==> src/rtl/uart_pkg.sv <==
// Shared types and helpers for the UART receive path.
// Holds the receiver state enum, the data width and a safe log2 helper.
package uart_pkg;

    localparam int DATA_BITS = 8;

    typedef enum logic [2:0] {
        IDLE,
        START,
        DATA,
        STOP,
        BREAK
    } uart_rx_state_e;

    // Width needed to index n items, never less than 1.
    function automatic int clog2_safe(input int n);
        return (n <= 2) ? 1 : $clog2(n);
    endfunction

endpackage

==> src/rtl/uart_rx_monitor_sync_fifo.sv <==
// Synchronous FIFO with a registered first-word-through head.
// Ports: clk_i/rst_i, push_i/push_data_i, pop_i, data_o (head), full_o, empty_o.
module sync_fifo
    import uart_pkg::*;
#(
    parameter int WIDTH = 8,
    parameter int DEPTH = 8
) (
    input  logic             clk_i,
    input  logic             rst_i,
    input  logic             push_i,
    input  logic [WIDTH-1:0] push_data_i,
    input  logic             pop_i,
    output logic [WIDTH-1:0] data_o,
    output logic             full_o,
    output logic             empty_o
);

    localparam int AW = clog2_safe(DEPTH);

    logic [WIDTH-1:0] r_mem [DEPTH];
    logic [AW:0]      r_wptr;
    logic [AW:0]      r_rptr;
    logic             r_valid;
    logic [WIDTH-1:0] r_dout;

    logic             w_full;
    logic             w_do_pop;
    logic             w_do_push;
    logic [AW:0]      w_wptr_n;
    logic [AW:0]      w_rptr_n;
    logic             w_bypass;

    assign w_full = (r_wptr[AW] != r_rptr[AW]) &&
                    (r_wptr[AW-1:0] == r_rptr[AW-1:0]);

    assign w_do_pop  = pop_i & r_valid;
    // A pop in the same cycle frees the slot a full FIFO needs.
    assign w_do_push = push_i & (~w_full | w_do_pop);

    assign w_wptr_n = r_wptr + {{AW{1'b0}}, w_do_push};
    assign w_rptr_n = r_rptr + {{AW{1'b0}}, w_do_pop};

    // The next head is the entry being written this cycle.
    assign w_bypass = w_do_push &&
                      (r_wptr[AW-1:0] == w_rptr_n[AW-1:0]);

    always_ff @(posedge clk_i) begin
        if (w_do_push) begin
            r_mem[r_wptr[AW-1:0]] <= push_data_i;
        end
    end

    always_ff @(posedge clk_i or posedge rst_i) begin
        if (rst_i) begin
            r_wptr  <= '0;
            r_rptr  <= '0;
            r_valid <= 1'b0;
            r_dout  <= '0;
        end else begin
            r_wptr  <= w_wptr_n;
            r_rptr  <= w_rptr_n;
            r_valid <= (w_wptr_n != w_rptr_n);
            if (w_wptr_n != w_rptr_n) begin
                r_dout <= w_bypass ? push_data_i
                                   : r_mem[w_rptr_n[AW-1:0]];
            end
        end
    end

    assign data_o  = r_dout;
    assign full_o  = w_full;
    assign empty_o = ~r_valid;

endmodule

==> src/rtl/uart_rx_monitor.sv <==
// 8N1 UART receiver: 2-flop sync, mid-bit sampling FSM, receive FIFO.
// Ports: clk_i, rst_i, rx_i in; rx_data_o/rx_valid_o/rx_ready_i stream;
// frame_err_o, overflow_o status pulses; busy_o when not idle.
module uart_rx_monitor
    import uart_pkg::*;
#(
    parameter int CLK_DIV    = 16,
    parameter int FIFO_DEPTH = 8
) (
    input  logic                 clk_i,
    input  logic                 rst_i,
    input  logic                 rx_i,
    output logic [DATA_BITS-1:0] rx_data_o,
    output logic                 rx_valid_o,
    input  logic                 rx_ready_i,
    output logic                 frame_err_o,
    output logic                 overflow_o,
    output logic                 busy_o
);

    localparam int DIV_W = clog2_safe(CLK_DIV);
    localparam int BIT_W = clog2_safe(DATA_BITS);

    localparam logic [DIV_W-1:0] DIV_LAST = DIV_W'(CLK_DIV - 1);
    localparam logic [DIV_W-1:0] DIV_HALF = DIV_W'(CLK_DIV / 2);
    localparam logic [BIT_W-1:0] BIT_LAST = BIT_W'(DATA_BITS - 1);

    uart_rx_state_e       r_state;
    uart_rx_state_e       w_state_n;

    logic                 r_sync1;
    logic                 r_rx_s;
    logic [DIV_W-1:0]     r_div;
    logic [BIT_W-1:0]     r_bit_cnt;
    logic [DATA_BITS-1:0] r_shreg;
    logic                 r_push;
    logic                 r_ferr;
    logic                 r_ovf;

    logic                 w_tick;
    logic                 w_push_req;
    logic                 w_ferr_req;
    logic                 w_busy;
    logic                 w_fifo_full;
    logic                 w_fifo_empty;
    logic                 w_drop;

    always_ff @(posedge clk_i or posedge rst_i) begin
        if (rst_i) begin
            r_sync1 <= 1'b1;
            r_rx_s  <= 1'b1;
        end else begin
            r_sync1 <= rx_i;
            r_rx_s  <= r_sync1;
        end
    end

    assign w_tick = (r_div == DIV_LAST);

    always_ff @(posedge clk_i or posedge rst_i) begin
        if (rst_i) begin
            r_state <= IDLE;
        end else begin
            r_state <= w_state_n;
        end
    end

    always_comb begin
        w_state_n = r_state;
        unique case (r_state)
            IDLE: begin
                if (!r_rx_s) w_state_n = START;
            end
            START: begin
                if (w_tick) w_state_n = r_rx_s ? IDLE : DATA;
            end
            DATA: begin
                if (w_tick && r_bit_cnt == BIT_LAST) w_state_n = STOP;
            end
            STOP: begin
                if (w_tick) w_state_n = r_rx_s ? IDLE : BREAK;
            end
            BREAK: begin
                if (r_rx_s) w_state_n = IDLE;
            end
            default: w_state_n = IDLE;
        endcase
    end

    always_comb begin
        w_busy     = (r_state != IDLE);
        w_push_req = 1'b0;
        w_ferr_req = 1'b0;
        if (r_state == STOP && w_tick) begin
            w_push_req = r_rx_s;
            w_ferr_req = ~r_rx_s;
        end
    end

    // Entering START loads half a period so samples land mid-bit.
    always_ff @(posedge clk_i or posedge rst_i) begin
        if (rst_i) begin
            r_div <= '0;
        end else if (w_state_n != r_state) begin
            r_div <= (w_state_n == START) ? DIV_HALF : '0;
        end else if (w_tick) begin
            r_div <= '0;
        end else begin
            r_div <= r_div + DIV_W'(1);
        end
    end

    always_ff @(posedge clk_i or posedge rst_i) begin
        if (rst_i) begin
            r_bit_cnt <= '0;
            r_shreg   <= '0;
        end else if (r_state == START && w_state_n == DATA) begin
            r_bit_cnt <= '0;
        end else if (r_state == DATA && w_tick) begin
            r_shreg   <= {r_rx_s, r_shreg[DATA_BITS-1:1]};
            r_bit_cnt <= r_bit_cnt + BIT_W'(1);
        end
    end

    // A full FIFO drops the byte unless the consumer pops this cycle.
    assign w_drop = r_push & w_fifo_full & ~(rx_valid_o & rx_ready_i);

    always_ff @(posedge clk_i or posedge rst_i) begin
        if (rst_i) begin
            r_push <= 1'b0;
            r_ferr <= 1'b0;
            r_ovf  <= 1'b0;
        end else begin
            r_push <= w_push_req;
            r_ferr <= w_ferr_req;
            r_ovf  <= w_drop;
        end
    end

    sync_fifo #(
        .WIDTH (DATA_BITS),
        .DEPTH (FIFO_DEPTH)
    ) u_fifo (
        .clk_i       (clk_i),
        .rst_i       (rst_i),
        .push_i      (r_push),
        .push_data_i (r_shreg),
        .pop_i       (rx_ready_i),
        .data_o      (rx_data_o),
        .full_o      (w_fifo_full),
        .empty_o     (w_fifo_empty)
    );

    assign rx_valid_o  = ~w_fifo_empty;
    assign frame_err_o = r_ferr;
    assign overflow_o  = r_ovf;
    assign busy_o      = w_busy;

endmodule

==> config.mk <==
export PLATFORM = sky130hd
export DESIGN_NAME = uart_rx_monitor
export DESIGN_NICKNAME = d
export VERILOG_FILES = /design/src/rtl/uart_pkg.sv /design/src/rtl/uart_rx_monitor_sync_fifo.sv /design/src/rtl/uart_rx_monitor.sv
export SDC_FILE = /design/constraint.sdc
export NUM_CORES = 1
export LEC_CHECK = 0
export ABC_AREA = 0
export BUFFER_PORTS_ARGS = -buffer_cell sky130_fd_sc_hd__buf_2
export CORE_MARGIN = 4
export CORE_UTILIZATION = 58
export CTS_BUF_LIST = sky130_fd_sc_hd__clkbuf_8
export CTS_CLUSTER_DIAMETER = 120
export DETAILED_ROUTE_END_ITERATION = 6
export PLACE_DENSITY_LB_ADDON = 0.3
export SLEW_MARGIN = 15
export SYNTH_ARGS = -nofsm -noshare
export SYNTH_HDL_FRONTEND = slang
export SYNTH_SLANG_ARGS = --single-unit
==> constraint.sdc <==
create_clock -name clk_i -period 3.4 [get_ports clk_i]
set_clock_uncertainty 0.1 [all_clocks]
set_input_delay 0.85 -clock clk_i [delete_from_list [all_inputs] [get_ports clk_i]]
set_output_delay 0.85 -clock clk_i [all_outputs]
set_load 0.02 [all_outputs]
==> metrics.txt, run 1 <==
status completed; critical path type flip-flop to flip-flop; FMAX 0.311 GHz; layout cell share with drive strength beyond 1 28.3%; Die Area 9160 sq um; Initial Util 60.5%; post-CTS sizing 0; Post-DRT Antenna Nets 0; residual DRC count 0; pins over their slew limit 0; Critical path buffers and inverters 2; clk sink count 104; Post-CTS Setup Inserts 0; DR pass1 iterations 4; GP Congestion 0.785; EDFF count, synth 64; Synth area leader edfxtp_1; hold path cells 0; Hold Crit Class flip-flop to flip-flop; #FFs+latches synth 104; synth top area cells edfxtp_1, dfrtp_1, mux4_1; Die Span X 95.7 microns; Mapped Area 4460 sq um; Vias/cell 5.57; Commonest cells post-synth edfxtp_1, dfrtp_1, nand2_1, mux2_2, nor2_1; Startpoint Class flip-flop; CTS tree built; worst-case clock buffer depth 2; Worst-Margin Slew 0.517 ns; Yosys cell types 39; CP delay by family, top simple AND/OR/NAND/NOR gates; Clk pwr share 22.6%; switching pwr 1.16 mW; CP cell instances xnor2_1, nand3_1, o21ai_4, inv_2, ha_1, ha_1, xor2_1, xor2_1, or4_1, buf_4, mux2_4; number of max-cap violations 0; P_leak 1.97 nW; Worst R2R End u_fifo.data_o[7]; GRT Total Usage 18.4%; CP arrival 3.37 ns; first-pass GRT wire length 12200 microns; Pwr Density 796 nW/um^2; latest clock arrival within the worst-skew pair 0.36 ns; Util after Layout 67.6%; sequential area share after synthesis 65.6%; worst hold start r_sync1; hold endpoint r_rx_s; cell count after placement 397; r2r setup slk 0.18 ns; sequential share of power 41.2%; die extent in y 95.7 microns; WL/cell 18.4 microns; final hold violations 0; # fillers 489; number of global-route vias before repair 2340; Net Count, Synth 286; unrepaired setup endpoints after global routing false; Worst EP required 3.55 ns; via count 2301; top-count cell post-synth edfxtp_1; Cells after Synth 275; post-route setup slack 0.181 ns; Reg2Reg Depth 11; slowest stage delay, CP 0.56 ns; clock root buffer clkbuf_8; Most used DFF post-synth edfxtp_1; TritonCTS Buffers 9; final setup vio count 0; Async SR Flop Fraction 38.5%; CTS clk-pin slew, worst paths 0.09 ns; CP Capture Type flip-flop; worst reg2reg path startpoint u_fifo.r_wptr[0]; Non-Filler Instances 413; Switching Fraction 29.3%; FP Rows 31; post-layout min period 3.22 ns; Ports 16; Max VDD drop 0.369 mV; Syn Area/Cell 16.2 sq um; Slew HR 65.5%; Max FO, Critical Path 8; I/O Buffers 15; final period utilization 94.7%; grt ovf 0; WHS 0.260 ns; internal power 2.80 mW; antenna violations before repair 0; setup TNS 0 ns; 1st-iter DRT viols 137; combinational power share 36.3%; H-tree depth 3; Synth top area share 43.1%; # diodes 0; Post-Place Setup Slack -0.0558 ns; Syn-to-layout area delta 11.7%; CTS Hold Buffers Added 0; synth warn 0; Crit-path slowest cell or4_1; largest net degree at the start of global routing 41; final wirelength 7600 microns; Final nets 320; Core Region 7370 sq um; Post-DP HPWL 5060 microns
[sequential cells by signal, summed over array words and instances (netlist names)]
name,cells
r_rx_s,1
r_div,4
overflow_o,1
u_fifo.r_rptr,4
r_push,1
u_fifo.r_mem,64
r_bit_cnt,3
r_state,3
u_fifo.r_valid,1
r_shreg,8
u_fifo.data_o,8
u_fifo.r_wptr,4
r_sync1,1
frame_err_o,1
[stage by stage]
stage,power (mW),cell area [sq um]
global route,4.17,4980
floorplan,2.81,4470
global placement,3.07,4740
finish,3.97,4980
CTS,4.00,4980
detailed placement,3.11,4740
[placed cells by master (no fill, tap or decap), drive strengths merged, types with 7 or more instances in the layout]
master / Yosys / layout
a21oi: 8 / 8
buf: 7 / 35
clkbuf: 5 / 9
dfrtp: 38 / 38
edfxtp: 64 / 64
ha: 7 / 7
inv: 7 / 9
mux2: 24 / 24
mux4: 16 / 16
nand2: 28 / 28
nand3: 8 / 8
nor2: 10 / 10
xnor2: 8 / 8
xor2: 8 / 8
[power groups by stage]
stage	registers (mW)	clock network (mW)	logic (mW)
after floorplan	1.65	0	1.16
after global placement	1.65	0	1.42
after detailed placement	1.66	0	1.45
after CTS	1.63	0.913	1.46
after global routing	1.65	0.972	1.55
final	1.63	0.894	1.44
[logic make-up after synthesis]
group | Yosys count | share of synthesized area, %
and+or+nand+nor | 67 | 7.26
buffers and inverters | 19 | 2.94
muxes | 40 | 15.5
xor gates and xnor gates | 17 | 3.81
DFF | 104 | 65.6
adders and majority gates | 8 | 2.19
AOI/OAI and AO/OA | 20 | 2.75
[cell type report]
class | count | area [sq um] | share of cell area (%)
repair buffers | 35 | 250 | 5.02
flip-flops and latches | 104 | 2930 | 58.7
clock buffers | 9 | 124 | 2.49
inverters | 7 | 26.3 | 0.527
clock inverters | 7 | 116 | 2.34
well taps | 99 | 124 | 2.49
multi-input cells | 152 | 1420 | 28.4
[per-layer routing]
metal  global-route usage, %  up-vias  wire, microns
met5                       0        -              0
met4                    4.98        0             97
met3                    5.55        9            212
met2                    29.6       32           3760
met1                    24.6     1161           3530
li1                        -     1099              -
[worst max path at each step]
stage                     startpoint                to  cells past startpoint
floorplan                 rx_ready_i  u_fifo.data_o[0]                     11
CTS                 u_fifo.r_wptr[0]  u_fifo.data_o[6]                     11
global route        u_fifo.r_wptr[0]  u_fifo.data_o[4]                     11
global placement          rx_ready_i  u_fifo.data_o[1]                     12
detailed placement        rx_ready_i  u_fifo.data_o[6]                     12
finish              u_fifo.r_wptr[0]  u_fifo.data_o[7]                     11
(Power assumes the default switching activity.)
==> run 2: changes to the inputs <==
- CTS_BUF_LIST: sky130_fd_sc_hd__clkbuf_8 -> sky130_fd_sc_hd__clkbuf_4
==> run 2 against run 1 <==
Effect of this change:
- maximum frequency down 0.71%
- design area down 1.1%
- non-clock buffer count unchanged
- routed wire length down 0.45%
- first-iteration DRC count down 2.9%
- highest routed layer unchanged
==> metrics.txt, run 2 (synthesis gave the netlist of run 1 again) <==
final period utilization 95.3% (+0.68 points); Max VDD drop 0.368 mV (about the same); clk sink count 104 (unchanged); Clk pwr share 20.0% (-2.6 points); Startpoint Class flip-flop; Worst EP required 3.65 ns (+0.10 ns); Post-DP Area 4740 sq um (unchanged); latest clock arrival within the worst-skew pair 0.44 ns (+0.08 ns); Non-Filler Instances 413 (unchanged); clock root buffer clkbuf_4; Post-DP HPWL 5060 microns (unchanged); post-layout min period 3.24 ns (+0.0230 ns); P_leak 1.95 nW (-1.2%); CP arrival 3.49 ns (+0.12 ns); GP Congestion 0.785 (unchanged); grt ovf 0 (unchanged); cell count after placement 397 (unchanged); CTS Hold Buffers Added 0 (unchanged); Switching Fraction 30.0% (+0.70 points); number of max-cap violations 0 (unchanged); unrepaired setup endpoints after global routing false; CP delay by family, top simple AND/OR/NAND/NOR gates; max reg flops 64 (unchanged); most common cell after layout, fill and taps aside edfxtp_1; final hold violations 0 (unchanged); critical path type flip-flop to flip-flop; Vias/cell 5.61 (+0.70%); largest net degree at the start of global routing 41 (unchanged); final instance area 4930 sq um (-1.1%); Initial Util 60.5% (unchanged); Max FO, Critical Path 8 (unchanged); setup TNS 0 ns (unchanged); critical path depth in cells 11 (unchanged); total power 3.84 mW (-3.2%); DR pass1 iterations 4 (unchanged); final wirelength 7560 microns (-0.45%); TritonCTS Buffers 9 (unchanged); Hold Crit Class flip-flop to flip-flop; Die Area 9160 sq um (unchanged); Final nets 320 (unchanged); slowest stage delay, CP 0.58 ns (+0.02 ns); number of global-route vias before repair 2330 (-0.43%); Post-Place Setup Slack -0.0558 ns (unchanged); FMAX 0.308 GHz (-0.71%); CP cell instances xnor2_1, nand3_1, o21ai_4, inv_2, ha_1, ha_1, xor2_1, xor2_1, or4_1, buf_4, mux2_4; first-pass GRT wire length 12100 microns (-1.0%); I/O Buffers 15 (unchanged); worst-case clock buffer depth 2 (unchanged); Crit-path slowest cell or4_1; Syn-to-layout area delta 10.4%; Die Span X 95.7 microns (unchanged); FP Rows 31 (unchanged); post-route setup slack 0.158 ns (-0.0230 ns); # diodes 0 (unchanged); Ports 16 (unchanged); Core Region 7370 sq um (unchanged); CTS clk-pin slew, worst paths 0.15 ns (+0.06 ns); status completed; Critical path buffers and inverters 2 (unchanged); pins over their slew limit 0 (unchanged); combinational power share 37.6% (+1.3 points); Pwr Density 779 nW/um^2 (-2.1%); Post-CTS Setup Inserts 0 (unchanged); internal power 2.69 mW (-4.2%); H-tree depth 3 (unchanged); post-CTS sizing 0 (unchanged); Reg2Reg Depth 11 (unchanged); hold path cells 0 (unchanged); 1st-iter DRT viols 133 (-2.9%); Worst-Margin Slew 0.517 ns (-0.000372 ns); final setup vio count 0 (unchanged); Post-DRT Antenna Nets 0 (unchanged); WL/cell 18.3 microns (-0.45%); Slew HR 65.6% (about the same); most frequent cells in the layout edfxtp_1, dfrtp_1, nand2_1; CTS tree built; layout cell share with drive strength beyond 1 28.3% (unchanged); sequential share of power 42.5% (+1.3 points); antenna violations before repair 0 (unchanged); residual DRC count 0 (unchanged); via count 2317 (+0.70%); die extent in y 95.7 microns (unchanged); CP Capture Type flip-flop; GRT Total Usage 18.1% (-0.29 points); switching pwr 1.15 mW (-0.89%)
run 2: cell types whose count changed in the layout (fill, tap and decap cells not counted):
cell / before / now
clkbuf_4: 0 / 9
clkbuf_8: 9 / 0
run 2: power groups by stage:
| stage | sequential (mW) | combinational (mW) | clock [mW] |
|---|---|---|---|
| final | 1.63 | 1.44 | 0.766 |
| after global routing | 1.65 | 1.55 | 0.836 |
| after CTS | 1.63 | 1.46 | 0.774 |
| after detailed placement | 1.66 | 1.45 | 0 |
| after global placement | 1.65 | 1.42 | 0 |
| after floorplan | 1.65 | 1.16 | 0 |
run 2: metrics by stage:
step / utilization (%) / hold WS, ns
4_1_cts: 66.8 / 0.270
6_report: 66.8 / 0.267
2_1_floorplan: - / 0.245
5_1_grt: 66.8 / 0.277
3_5_place_dp: 64.3 / 0.250
3_3_place_gp: 64.3 / 0.247
run 2: metal layers:
layer | GRT usage [%] | vias to the layer above | share of wire [%]
met2 | 29.2 | 51 | 49
met5 | 0 | - | 0
met1 | 24.7 | 1157 | 46
li1 | - | 1101 | -
met3 | 4.69 | 8 | 3.6
met4 | 5.21 | 0 | 1.1
run 2: path summary, 6_finish.rpt:
check / from / slack [ns] / endpoint
setup / recovery: u_fifo.r_wptr[0] / 0.16 / u_fifo.data_o[7]
hold / removal: r_sync1 / 0.27 / r_rx_s
setup reg to reg: u_fifo.r_wptr[0] / 0.16 / u_fifo.data_o[7]
hold reg to reg: r_sync1 / 0.27 / r_rx_s
max in group asynchronous: rst_i / 2.43 / r_shreg[3]
min in group asynchronous: rst_i / 0.41 / u_fifo.data_o[5]
run 2: cell type report:
type / count / area (sq um)
well taps: 99 / 124
clock buffers: 9 / 67.6
flip-flops and latches: 104 / 2930
clock inverters: 7 / 116
multi-input cells: 152 / 1420
repair buffers: 35 / 250
inverters: 7 / 26.3
fillers: 490 / 2440
==> run 3: changes to the inputs <==
- CORE_UTILIZATION: 58 -> 69
- HOLD_SLACK_MARGIN: default -> 0.12
- clock period: 3.4 -> 4 ns (I/O delays scaled with it)
==> run 3 against run 2 <==
Effect of this change:
- power is 22% lower
- die area is 15% lower
- clock power is 39% lower
- combinational power is 20% lower
- design area is 3.4% lower
- core utilization is 8.5 points higher
- critical path depth stayed put
- first-iteration DRC count is 33% higher
- clock-buffer cell count is 1 higher
- critical path type is now primary input to flip-flop
- largest cell class unchanged
- highest routed layer unchanged
==> metrics.txt, run 3 (synthesis gave the netlist of run 1 again) <==
status completed; post-layout min period 3.41 ns; die extent in y 88.4 microns (-7.6%); max reg flops 64 (unchanged); Post-DRT Antenna Nets 0 (unchanged); # fillers 374 (-24%); CP Launch Point rx_ready_i; Post-DP Area 4640 sq um (-2.2%); register area 2930 sq um (unchanged); Vias/cell 5.98 (+6.6%); post-CTS sizing 0 (unchanged); Worst EP required 4.24 ns (+0.59 ns); number of max-cap violations 0 (unchanged); largest net degree at the start of global routing 22 (-46%); latest clock arrival within the worst-skew pair 0.44 ns (about the same); number of global-route vias before repair 2285 (-1.9%); Post-DP HPWL 5000 microns (-1.2%); Util after Layout 75.3% (+8.5 points); worst reg2reg path startpoint u_fifo.r_wptr[2]; worst hold start r_sync1; most common cell after layout, fill and taps aside edfxtp_1; Max FO, Critical Path 9 (+1); final instance area 4760 sq um (-3.4%); Startpoint Class primary input; slowest stage delay, CP 0.81 ns (+0.23 ns); Crit-path slowest cell or4_1; Max VDD drop 0.437 mV (+18%); critical path type primary input to flip-flop; CTS Hold Buffers Added 0 (unchanged); first-pass GRT wire length 11600 microns (-3.7%); residual DRC count 0 (unchanged); cell count after placement 368 (-7.3%); Slew HR 51.6% (-14 points); CP Capture Type flip-flop; via count 2296 (-0.91%); WL/cell 18.8 microns (+2.7%); DR pass1 iterations 4 (unchanged); grt ovf 0 (unchanged); CP delay by family, top simple AND/OR/NAND/NOR gates; P_leak 1.88 nW (-3.6%); clock root buffer clkbuf_4; WHS 0.269 ns (+0.00146 ns); Hold Crit Class flip-flop to flip-flop; Die Area 7820 sq um (-15%); antenna violations before repair 0 (unchanged); clk sink count 104 (unchanged); Syn-to-layout area delta 6.62%; Non-Filler Instances 384 (-7.0%); worst-case clock buffer depth 2 (unchanged); H-tree depth 3 (unchanged); FP Rows 29 (-6.5%); 1st-iter DRT viols 177 (+33%); Top Layer Used met4; I/O Buffers 15 (unchanged); Initial Util 70.7% (+10 points); Critical path buffers and inverters 2 (unchanged); FMAX 0.294 GHz; Multi-input gate area 1410 sq um (-0.79%); final period utilization 85.2%; TritonCTS Buffers 9 (unchanged); GRT Total Usage 20.7% (+2.5 points); met2 wire length 3550 microns (-4.6%); routed wl met3 314 microns (+15%); Final nets 313 (-2.2%); unrepaired setup endpoints after global routing false; most frequent cells in the layout edfxtp_1, dfrtp_1, nand2_1; final setup vio count 0 (unchanged); Core Region 6310 sq um (-14%); Ports 16 (unchanged); final hold violations 0 (unchanged); layout cell share with drive strength beyond 1 26.7% (-1.6 points); pins over their slew limit 0 (unchanged); setup TNS 0 ns (unchanged); CP arrival 3.64 ns (+0.15 ns); Pwr Density 631 nW/um^2 (-19%); Worst-Margin Slew 0.725 ns (+0.209 ns); CTS tree built; M1 wire length 3270 microns (-6.2%); final wirelength 7220 microns (-4.5%); Die Span X 88.4 microns (-7.6%); GP Congestion 0.759 (-3.2%); Post-CTS Setup Inserts 0 (unchanged); # diodes 0 (unchanged); CP cell instances buf_2, and2_1, nand2b_2, o21ai_1, inv_2, ha_1, ha_1, xor2_1, xor2_1, or4_1, mux2_4; CTS clk-pin slew, worst paths 0.15 ns (about the same)
==> run 3: path summary, 6_finish.rpt <==
check | to | slack [ns] | depth (start not counted)
min in group asynchronous | u_fifo.r_rptr[2] | 0.55 | 2
worst min register to register | r_rx_s | 0.27 | 0
max in group asynchronous | r_rx_s | 2.45 | 3
worst max register to register | u_fifo.data_o[6] | 0.60 | 10
worst max-delay path | u_fifo.data_o[6] | 0.59 | 11
worst min-delay path | r_rx_s | 0.27 | 0
==> run 3: layer usage <==
layer | global-route usage, % | vias to the layer above
met1 | 28.2 | 1143
met3 | 5.59 | 7
met5 | 0 | -
li1 | - | 1088
met2 | 33.3 | 58
met4 | 5.77 | 0
==> run 3: final cells by class <==
type / instances / share of cell area, %
repair buffers: 28 / 3.89
well taps: 77 / 2.03
clock buffers: 10 / 1.58
multi-input cells: 152 / 29.5
clock inverters: 6 / 0.921
flip-flops and latches: 104 / 61.5
inverters: 7 / 0.552
==> run 3: power breakdown <==
| group | total, mW | switching, mW | internal, mW |
|---|---|---|---|
| Sequential | 1.39 | 0.128 | 1.26 |
| Combinational | 1.15 | 0.489 | 0.659 |
| Clock | 0.466 | 0.326 | 0.140 |
| Total | 3.00 | 0.944 | 2.06 |
==> run 3: per-stage QoR <==
step / setup slack [ns] / power, mW
after floorplan: 0.318 / 2.38
after global placement: 0.237 / 2.53
after detailed placement: 0.136 / 2.56
after CTS: 0.628 / 3.03
after global routing: 0.493 / 3.18
final: 0.593 / 3.00
